## src/rtl/pipeline_ctrl.sv

```systemverilog
// Pipeline hazard/exception controller: per-stage stall and flush vectors,
// PC redirect on exceptions, post-exception shadow window, debug halt and stall watchdog.
module pipeline_ctrl #(
  parameter int unsigned     STAGES        = 6,
  parameter int unsigned     AW            = 32,
  parameter int unsigned     SHADOW_CYCLES = 1,
  parameter int unsigned     STALL_TIMEOUT = 1024,
  parameter logic [AW-1:0]   IDLE_PC       = AW'(32'h8000_0000)
) (
  input  logic              clk,
  input  logic              rst,
  input  logic [STAGES-1:0] stall_req_i,
  input  logic              exc_valid_i,
  input  logic              exc_eret_i,
  input  logic              exc_refill_i,
  input  logic [AW-1:0]     cp0_epc_i,
  input  logic [AW-1:0]     cp0_ebase_i,
  input  logic              halt_req_i,
  output logic [STAGES-1:0] stall_o,
  output logic [STAGES-1:0] flush_o,
  output logic              redirect_valid_o,
  output logic [AW-1:0]     redirect_pc_o,
  output logic              halt_ack_o,
  output logic              busy_o,
  output logic              stall_timeout_o
);

  typedef enum logic [1:0] {RUN, SHADOW, HALT} state_e;

  localparam int unsigned SW = (SHADOW_CYCLES > 1) ? $clog2(SHADOW_CYCLES) : 1;
  localparam int unsigned CW = (STALL_TIMEOUT > 0) ? $clog2(STALL_TIMEOUT + 1) : 1;
  localparam logic [SW-1:0]     SHADOW_LOAD = (SHADOW_CYCLES > 0) ? SW'(SHADOW_CYCLES - 1) : '0;
  localparam logic [CW-1:0]     WD_MAX      = CW'(STALL_TIMEOUT);
  localparam logic [STAGES-1:0] FLUSH_ALL   = {{(STAGES-1){1'b1}}, 1'b0};
  localparam logic [AW-1:0]     VEC_OFFSET  = AW'(32'h180);

  state_e          state_q, state_d;
  logic [SW-1:0]   shadowCnt_q, shadowCnt_d;
  logic [CW-1:0]   wdCnt_q, wdCnt_d;
  logic [STAGES-1:0] stallPrefix;
  logic            prefixAcc;
  logic            excEvent;

  assign excEvent = exc_refill_i | exc_valid_i;

  // A request at stage k holds every stage upstream of it as well.
  always_comb begin
    stallPrefix = '0;
    prefixAcc   = 1'b0;
    for (int j = int'(STAGES) - 1; j >= 0; j--) begin
      prefixAcc      = prefixAcc | stall_req_i[j];
      stallPrefix[j] = prefixAcc;
    end
  end

  always_comb begin
    state_d          = state_q;
    shadowCnt_d      = shadowCnt_q;
    stall_o          = '0;
    flush_o          = '0;
    redirect_valid_o = 1'b0;
    redirect_pc_o    = IDLE_PC;
    unique case (state_q)
      RUN: begin
        if (excEvent) begin
          flush_o          = FLUSH_ALL;
          redirect_valid_o = 1'b1;
          if (exc_refill_i)    redirect_pc_o = cp0_ebase_i;
          else if (exc_eret_i) redirect_pc_o = cp0_epc_i;
          else                 redirect_pc_o = cp0_ebase_i + VEC_OFFSET;
          if (SHADOW_CYCLES > 0) begin
            state_d     = SHADOW;
            shadowCnt_d = SHADOW_LOAD;
          end
        end else if (halt_req_i) begin
          stall_o = '1;
          state_d = HALT;
        end else begin
          stall_o = stallPrefix;
        end
      end
      SHADOW: begin
        flush_o = FLUSH_ALL;
        if (shadowCnt_q == '0) state_d = RUN;
        else                   shadowCnt_d = shadowCnt_q - 1'b1;
      end
      HALT: begin
        if (halt_req_i) begin
          stall_o = '1;
        end else begin
          stall_o = stallPrefix;
          state_d = RUN;
        end
      end
      default: state_d = RUN;
    endcase
    // Reset forces a quiet pipeline even while requests are still asserted.
    if (rst) begin
      stall_o          = '0;
      flush_o          = '0;
      redirect_valid_o = 1'b0;
      redirect_pc_o    = IDLE_PC;
    end
  end

  always_comb begin
    wdCnt_d = '0;
    if (state_q == RUN && !excEvent && stall_o != '0) begin
      wdCnt_d = (wdCnt_q == WD_MAX) ? wdCnt_q : wdCnt_q + 1'b1;
    end
  end

  always_ff @(posedge clk) begin
    if (rst) begin
      state_q     <= RUN;
      shadowCnt_q <= '0;
      wdCnt_q     <= '0;
    end else begin
      state_q     <= state_d;
      shadowCnt_q <= shadowCnt_d;
      wdCnt_q     <= wdCnt_d;
    end
  end

  assign busy_o          = !rst && (state_q != RUN);
  assign halt_ack_o      = !rst && (state_q == HALT);
  assign stall_timeout_o = (STALL_TIMEOUT != 0) && (wdCnt_q == WD_MAX);

endmodule

```

## config.mk

```make
export PLATFORM = sky130hd
export DESIGN_NAME = pipeline_ctrl
export DESIGN_NICKNAME = d
export VERILOG_FILES = /design/src/rtl/pipeline_ctrl.sv
export SDC_FILE = /design/constraint.sdc
export NUM_CORES = 1
export LEC_CHECK = 0
export ABC_AREA = 1
export ABC_CLOCK_PERIOD_IN_PS = 3300
export CAP_MARGIN = 25
export CORE_MARGIN = 8
export CORE_UTILIZATION = 43
export DETAILED_ROUTE_END_ITERATION = 8
export GPL_TIMING_DRIVEN = 0
export HOLD_SLACK_MARGIN = 0.02
export PLACE_DENSITY = 0.91
export SYNTH_ARGS = -nofsm -noshare
export SYNTH_HDL_FRONTEND = slang
export SYNTH_SLANG_ARGS = --single-unit
```

## constraint.sdc

```tcl
create_clock -name clk -period 3.3 [get_ports clk]
set_input_delay 0.66 -clock clk [delete_from_list [all_inputs] [get_ports clk]]
set_output_delay 0.66 -clock clk [all_outputs]
set_load 0.05 [all_outputs]
```

==> run_results.csv, run 1 <==
group,metric,value,unit
timing,finalCritPeriodShare,98.22,%
die,row_count,26,
yosys,async_flop_share,0,%
worst_setup_path,startpoint_type,"input port",
finish,fin_cells,595,
clocking,cts_sinks,13,
die,fp.dieH,87.58,µm
finish,nets,605,
clocking,numCtsBuffers,3,
global_route,grt_pass1_wl,13900,µm
die,die_w,87.58,µm
die,start_util,43.70,%
place,finalWeightedCongestion,0.9620,
clocking,clkTransAtPathRegs,0.05,ns
worst_setup_path,worstPathRequired,2.64,ns
worst_setup_path,cp.arrival,2.58,ns
place,placed_cells,591,
yosys,synth_cell_type_count,39,
clocking,cts_max_level,1,
routing,antenna_left,0,
power_and_ir_drop,power_density,222.8,nW/µm²
worst_setup_path,critical_path_class,"in2out",
power_and_ir_drop,power.leakage,1.481,nW
timing,finalSetupViolCount,0,
timing,relSlewSlack,60.66,%
worst_setup_path,r2r_slack,1.86,ns
routing,wirelength,8741,µm
yosys,ys_dominant_reg_cell,"dfxtp_1",
worst_setup_path,crit_chain,"clkdlybuf4s50_1 > nor3_1 > nor3_2 > buf_4 > clkdlybuf4s50_1",
yosys,syn_nets,480,
timing,fin_skew,0.0006351,ns
worst_setup_path,slowest_stage,"clkdlybuf4s50_1",
worst_setup_path,cp-end-kind,"primary output",
timing,period_minus_slack,3.241,ns
worst_setup_path,critPathMaxFanout,5,
timing,hold_viol,0,
die,coreArea,5042,µm²
routing,drc,0,
run_status,status,"complete, no violations",
yosys,ys_seq_elements,13,
timing,max_freq,308.5,MHz
routing,via_per_inst,5.225,
routing,dr.first_iter.drc_count,197,
global_route,track_usage,22.11,%
finish,antenna_cells,0,
finish,layout-drive-gt1-share,16.00,%
place,dpl.hpwl,7049,µm
global_route,grt_overflow_total,0,
clocking,post_cts_buffers,0,
finish,fillCellCount,487,
routing,wl_per_cell,14.69,µm
yosys,synth_seq_area_share,11.81,%
finish,area_growth,56.50,%
yosys,synth_edf_count,0,
yosys,syn-cell-area,2203,µm²
job,drv_cap,0,
clocking,clkLatencyLatePin,0.24,ns
die,dieArea,7670,µm²
timing,setup-tns-final,0,ns
worst_setup_path,cpMostUsedCell,"clkdlybuf4s50_1",
clocking,cts_tree,"yes",
clocking,cts.path.max_buffers,2,
power_and_ir_drop,ir_worst_vdd,0.2777,mV
power_and_ir_drop,power,0.0007681,W
global_route,antenna_found_initial,0,
worst_setup_path,max_stage_delay,0.79,ns
worst_hold_path,hp-class,"reg2reg",
finish,layout.core_utilization,68.39,%
yosys,synthCells,401,
yosys,ys.warnings.count,0,
global_route,grt_pass1_vias,3082,
yosys,syn_area_per_cell,5.495,µm²
routing,first_pass_iters,4,
place,portBuffers,120,
timing,drv_slew,0,
timing,tightestPinTransition,0.5901,ns
global_route,grt_max_degree,11,
clocking,cts_root_buf,"clkbuf_8",
die,ios,124,
routing,vias,3109,
[per-stage QoR]
step	area, µm²	setup WS (ns)	hold WS, ns
floorplan	2208	0.2669	0.5198
global placement	3497	-0.3955	0.5419
detailed placement	3497	-0.4129	0.5557
CTS	3531	0.003611	0.5805
global route	3448	-0.0005793	0.6026
finish	3448	0.05867	0.5837
[cell type report]
| class | instances | area [µm²] | share of cell area [%] |
|---|---|---|---|
| sequential | 13 | 260.3 | 7.547 |
| multi-input combinational | 324 | 1658 | 48.08 |
| timing repair buffer | 120 | 1106 | 32.08 |
| inverter | 44 | 165.2 | 4.790 |
| clock buffer | 4 | 45.04 | 1.306 |
| tap | 70 | 87.58 | 2.540 |
| buffer | 20 | 126.4 | 3.665 |
[cell usage in the layout, fill, tap and decap left out, types with 2 or more instances in the layout]
master and count:
xnor2_1 2, buf_2 14, clkdlybuf4s50_1 85, nand4_1 6
clkbuf_1 5, nand3_1 27, nor3_2 2, nor3_1 6
ha_1 3, inv_2 7, o21bai_1 3, inv_1 36
xor2_1 8, o21ai_0 14, nand2_2 7, a21oi_1 48
clkbuf_2 9, dlymetal6s2s_1 3, nor2_2 16, buf_6 2
nand2_1 96, nand3_2 4, nor2_1 52, dfxtp_1 13
clkdlybuf4s15_1 2, a21oi_2 3, buf_4 8, dlygate4sd2_1 11
clkbuf_8 3, nor2_4 4, o21ai_1 9, a211oi_1 3
[timing repair]
| item | CTS | global route |
|---|---|---|
| pin swaps | 0 | 0 |
| gates resized for setup | 55 | 42 |
| setup endpoints to repair | 32 | 25 |
| hold buffers | 0 | 0 |
[synth_stat cells (2+ instances only)]
master,number,share of area (%)
nor3_1,7,1.6
a211oi_1,3,1.0
buf_4,8,2.7
nand4_1,6,1.7
dfxtp_1,13,12
nor2_4,4,2.0
nand3_1,27,6.1
inv_1,36,6.1
inv_2,7,1.2
o21ai_0,14,3.2
buf_2,4,0.91
buf_6,2,1.0
clkbuf_1,5,0.85
nand3_2,4,1.8
a21oi_2,3,1.2
o21ai_1,9,2.0
nor2_2,16,4.5
nor2_1,52,8.9
nand2_1,96,16
o21bai_1,3,1.0
a21oi_1,48,11
nand2_2,7,2.0
ha_1,3,1.7
xor2_1,8,3.2
xnor2_1,2,0.80
[report_power, final]
part | switching (W) | internal, W | leakage, nW | total, W
combinational | 0.000293 | 0.000173 | 1.35 | 0.000467
sequential | 0.00000222 | 0.000159 | 0.105 | 0.000161
clock | 0.0000551 | 0.0000852 | 0.0228 | 0.000140
[per-layer routing]
layer,GRT usage (%),vias up,wire (µm)
li1,-,1548,-
met1,23.90,1380,3435
met2,40.36,151,4175
met3,5.066,30,810
met4,8.906,0,320
met5,0,-,0
[critical path, delay by kind of cell]
family / cells / cell delay [ns]
buf+inv: 3 / 1.55
simple gates: 2 / 0.37
[path summary, 6_finish.rpt]
path / start / endpoint / cells after the start
hold / removal: wdCnt_q[1] / wdCnt_q[1] / 2
hold reg to reg: wdCnt_q[1] / wdCnt_q[1] / 2
setup reg to reg: wdCnt_q[0] / wdCnt_q[10] / 7
setup / recovery: exc_valid_i / flush_o[2] / 5
[logic make-up after synthesis]
kind of cell | Yosys count | synth area share (%)
buf+inv | 64 | 13.17
fa+ha+maj | 3 | 1.704
other cells | 1 | 0.1702
simple gates | 224 | 47.30
flops | 13 | 11.81
xor+xnor | 10 | 3.975
compound gates | 86 | 21.86
[flip-flops by register name, summed over array words and instances (netlist names)]
name	count
wdCnt_q	11
state_q	2
No activity file was read; power rests on OpenSTA's default activity.
==> run 2, diff against run 1 <==
Settings changed: CORE_ASPECT_RATIO from default to 1.25.
==> run_results.csv, run 2 (synthesis gave the netlist of run 1 again) <==
group,metric,value,unit
routing,drc,0,
finish,final_common_cell,"nand2_1",
finish,largest-register,"wdCnt_q",
worst_setup_path,crit_chain,"clkdlybuf4s50_1 > inv_1 > ha_1 > nor2_4 > nand2_2 > o21bai_1 > nand3_1 > a21oi_1 > clkdlybuf4s15_2",
finish,nets,605,
place,placed_cells,583,
worst_setup_path,cp-end-kind,"primary output",
die,ios,124,
routing,antenna_left,0,
worst_setup_path,startpoint_type,"input port",
global_route,grt_max_degree,11,
finish,antenna_cells,0,
worst_setup_path,critical_path_class,"in2out",
worst_setup_path,critPathMaxFanout,6,
timing,setup-tns-final,0,ns
finish,most-common-layout-cells,"96 x nand2_1, 80 x clkdlybuf4s50_1, 51 x nor2_1",
place,finalWeightedCongestion,0.9512,
finish,largestRegisters,"wdCnt_q: 11 flops, state_q: 2 flops",
worst_setup_path,cp.arrival,2.59,ns
die,row_count,29,
run_status,status,"complete, no violations",
routing,highest_layer,"met4",
die,fp.dieH,96.03,µm
clocking,cts_tree,"yes",
finish,fin_cells,587,
routing,wl_met2,4898,µm
die,start_util,44.00,%
clocking,post_cts_buffers,0,
timing,finalCritPeriodShare,98.56,%
routing,via_per_inst,5.303,
die,coreArea,5007,µm²
power_and_ir_drop,power_density,224.7,nW/µm²
power_and_ir_drop,power.leakage,1.516,nW
worst_hold_path,hp-class,"reg2reg",
clocking,numCtsBuffers,3,
timing,fin_skew,0.002362,ns
global_route,grt_overflow_total,0,
routing,wl_met3,680,µm
job,drv_cap,0,
timing,max_freq,307.4,MHz
timing,rsz0062_at_grt,"false",
clocking,clkLatencyLatePin,0.25,ns
worst_setup_path,worstPathRequired,2.64,ns
global_route,grt_pass1_wl,14960,µm
clocking,clkTransAtPathRegs,0.06,ns
finish,layout-drive-gt1-share,16.76,%
finish,fillCellCount,467,
timing,finalSetupViolCount,0,
routing,dr.first_iter.drc_count,174,
clocking,cts_max_level,1,
timing,period_minus_slack,3.253,ns
global_route,antenna_found_initial,0,
routing,wl_met1,3573,µm
finish,layout.core_utilization,69.07,%
clocking,cts.path.max_buffers,2,
place,dp_slack,-0.4302,ns
worst_setup_path,slowest_stage,"clkdlybuf4s50_1",
place,dpl.hpwl,7553,µm
timing,drv_slew,0,
timing,relSlewSlack,60.41,%
worst_setup_path,max_stage_delay,0.47,ns
finish,largest_reg_flops,11,
global_route,grt_pass1_vias,3238,
routing,first_pass_iters,5,
clocking,cts_root_buf,"clkbuf_8",
power_and_ir_drop,power,0.0007772,W
clocking,cts_sinks,13,
power_and_ir_drop,ir_worst_vdd,0.2257,mV
global_route,track_usage,23.96,%
routing,vias,3113,
routing,wirelength,9387,µm
finish,area_growth,56.96,%
routing,wl_per_cell,15.99,µm
timing,hold_viol,0,
die,die_w,80.03,µm
die,dieArea,7685,µm²
timing,tightestPinTransition,0.5939,ns
timing,setup_ws,0.04740,ns
place,portBuffers,120,
[run 2: cell count changes in the layout (fill, tap and decap cells not counted), sizes merged]
cell	before	now
clkdlybuf4s15	3	5
dlymetal6s2s	3	7
clkdlybuf4s50	85	80
clkbuf	17	19
dlygate4sd2	11	10
buf	25	23
[run 2: report_power, final]
part	total, W	switching, W	internal (W)
Combinational	0.000470	0.000297	0.000173
Sequential	0.000161	0.00000236	0.000159
Clock	0.000146	0.0000605	0.0000856
Total	0.000777	0.000360	0.000418
[run 2: final timing paths]
kind,from,endpoint,slack (ns),cells after the start
worst max register to register,wdCnt_q[0],wdCnt_q[8],1.77,7
worst max-delay path,cp0_ebase_i[7],redirect_pc_o[23],0.05,9
worst min-delay path,wdCnt_q[10],wdCnt_q[10],0.55,3
worst min register to register,wdCnt_q[10],wdCnt_q[10],0.55,3
[run 2: worst max-delay path: cells and delay by family]
family / cells / cell delay [ns]
buf+inv: 3 / 0.94
simple gates: 3 / 0.45
compound gates: 2 / 0.29
fa+ha+maj: 1 / 0.25
[run 2: timing repair]
| item | CTS | global route |
|---|---|---|
| pin swaps | 0 | 0 |
| gates resized for setup | 61 | 47 |
| hold buffers | 0 | 0 |
| setup endpoints to repair | 33 | 25 |
[run 2: area by class of cell]
type	instances	area, µm²	share of cell area [%]
Timing Repair Buffer	120	1124	32.49
Clock buffer	4	45.04	1.302
Buffer	20	126.4	3.654
Tap cell	62	77.57	2.243
Inverter	44	165.2	4.776
Multi-Input combinational cell	324	1660	48.01
Sequential cell	13	260.3	7.525
[run 2: per-layer routing]
layer  global-route usage, %  up-vias
met4                   9.119        0
met5                       0        -
met2                   45.31      152
met3                   4.860       23
met1                   25.14     1388
li1                        -     1550
[run 2: through the flow]
| stage | hold WS (ns) | cell area (µm²) |
|---|---|---|
| final | 0.5544 | 3458 |
| after CTS | 0.5542 | 3526 |
| after detailed placement | 0.5425 | 3487 |
| after floorplan | 0.5198 | 2208 |
| after global placement | 0.5377 | 3487 |
| after global routing | 0.5907 | 3458 |
==> run 3, diff against run 2 <==
Settings changed: SKIP_CTS_REPAIR_TIMING from default to 1.
==> run_results.csv, run 3 (synthesis gave the netlist of run 1 again) <==
group,metric,value,unit
run_status,status,"complete, no violations",
routing,via_per_inst,5.293,
clocking,cts_root_buf,"clkbuf_8",
timing,hold_viol,0,
power_and_ir_drop,power.leakage,1.727,nW
global_route,grt_pass1_wl,14960,µm
die,start_util,44.00,%
job,drv_cap,0,
finish,most-common-layout-cells,"96 x nand2_1, 80 x clkdlybuf4s50_1, 51 x nor2_1",
place,dp_slack,-0.4302,ns
place,placed_area,3487,µm²
clocking,clkTransAtPathRegs,0.05,ns
worst_setup_path,startpoint_type,"input port",
timing,whs,0.5543,ns
global_route,track_usage,23.96,%
finish,area_growth,59.34,%
routing,vias,3107,
finish,nets,605,
clocking,cts.path.max_buffers,2,
die,coreArea,5007,µm²
routing,antenna_left,0,
place,finalWeightedCongestion,0.9512,
die,ios,124,
die,die_w,80.03,µm
power_and_ir_drop,ir_worst_vdd,0.2265,mV
clocking,cts_tree,"yes",
timing,drv_slew,0,
clocking,cts_sinks,13,
routing,drc,0,
worst_setup_path,cp-end-kind,"primary output",
finish,fillCellCount,456,
global_route,grt_overflow_total,0,
routing,wl_per_cell,16.29,µm
finish,largestRegisters,"wdCnt_q: 11 flops, state_q: 2 flops",
timing,tightestPinTransition,0.5999,ns
timing,period_minus_slack,3.207,ns
die,row_count,29,
timing,max_freq,311.8,MHz
global_route,grt_pass1_vias,3242,
finish,largest-register,"wdCnt_q",
die,dieArea,7685,µm²
routing,wirelength,9563,µm
clocking,cts_max_level,1,
place,dpl.hpwl,7553,µm
routing,dr.first_iter.drc_count,187,
routing,first_pass_iters,5,
global_route,antenna_found_initial,0,
die,fp.dieH,96.03,µm
worst_setup_path,cp.arrival,2.55,ns
finish,antenna_cells,0,
timing,finalCritPeriodShare,97.19,%
finish,finalInstanceArea,3511,µm²
worst_setup_path,critical_path_class,"in2out",
worst_setup_path,critPathMaxFanout,6,
timing,relSlewSlack,60.01,%
worst_setup_path,worstPathRequired,2.64,ns
timing,setup-tns-final,0,ns
worst_hold_path,hp-class,"reg2reg",
finish,largest_reg_flops,11,
clocking,numCtsBuffers,3,
finish,final_common_cell,"nand2_1",
finish,layout-drive-gt1-share,15.81,%
timing,setup_ws,0.09264,ns
clocking,clkLatencyLatePin,0.25,ns
timing,fin_skew,0.001915,ns
finish,layout.core_utilization,70.11,%
timing,finalSetupViolCount,0,
global_route,grt_max_degree,11,
power_and_ir_drop,power_density,223.3,nW/µm²
place,portBuffers,120,
## run 3: changes by cell type in the layout (fill, tap and decap cells not counted)
cell and delta:
buf_2 -5, clkdlybuf4s15_2 -4, dlygate4sd2_1 -10, clkbuf_2 +4, dlymetal6s2s_1 +16, clkdlybuf4s15_1 -1
## run 3: final cells by class
type                       instances  area (µm²)  area share [%]
tap                               62       77.57           2.210
sequential                        13       260.3           7.413
clock buffer                       4       45.04           1.283
buffer                            20       126.4           3.599
timing repair buffer             120        1176           33.50
inverter                          44       165.2           4.704
multi-input combinational        324        1660           47.29
## run 3: worst paths after layout
check / from / to / slack [ns] / depth (start not counted)
min: wdCnt_q[10] / wdCnt_q[10] / 0.55 / 3
max: cp0_ebase_i[7] / redirect_pc_o[21] / 0.09 / 10
min reg2reg: wdCnt_q[10] / wdCnt_q[10] / 0.55 / 3
max reg2reg: wdCnt_q[0] / wdCnt_q[8] / 1.79 / 7
## run 3: stage by stage
step           total power (W)  cells
3_5_place_dp         0.0006534    583
2_1_floorplan        0.0004397    401
6_report             0.0007839    587
3_3_place_gp         0.0006469    583
5_1_grt              0.0008255    587
4_1_cts              0.0007979    587
## run 3: layer usage
metal  vias to the layer above  wire length (µm)  GRT usage (%)
li1                       1548                 -              -
met1                      1379              3650          25.14
met2                       153              4982          45.31
met3                        27               652          4.860
met4                         0               278          9.119
met5                         -                 0              0
## run 3: worst max-delay path, cell delays in order
cell and delay [ns]:
clkdlybuf4s50_1 0.47, inv_1 0.08, ha_1 0.24, nor2_4 0.23, nand2_2 0.12, nor2_2 0.13, or2_2 0.11, nand3_1 0.07
a21oi_1 0.14, clkbuf_2 0.30
## run 3: power breakdown
group | total [W] | switching (W) | internal (W)
registers | 0.000161 | 0.00000242 | 0.000159
logic | 0.000478 | 0.000298 | 0.000180
clock network | 0.000145 | 0.0000593 | 0.0000855
total | 0.000784 | 0.000360 | 0.000424
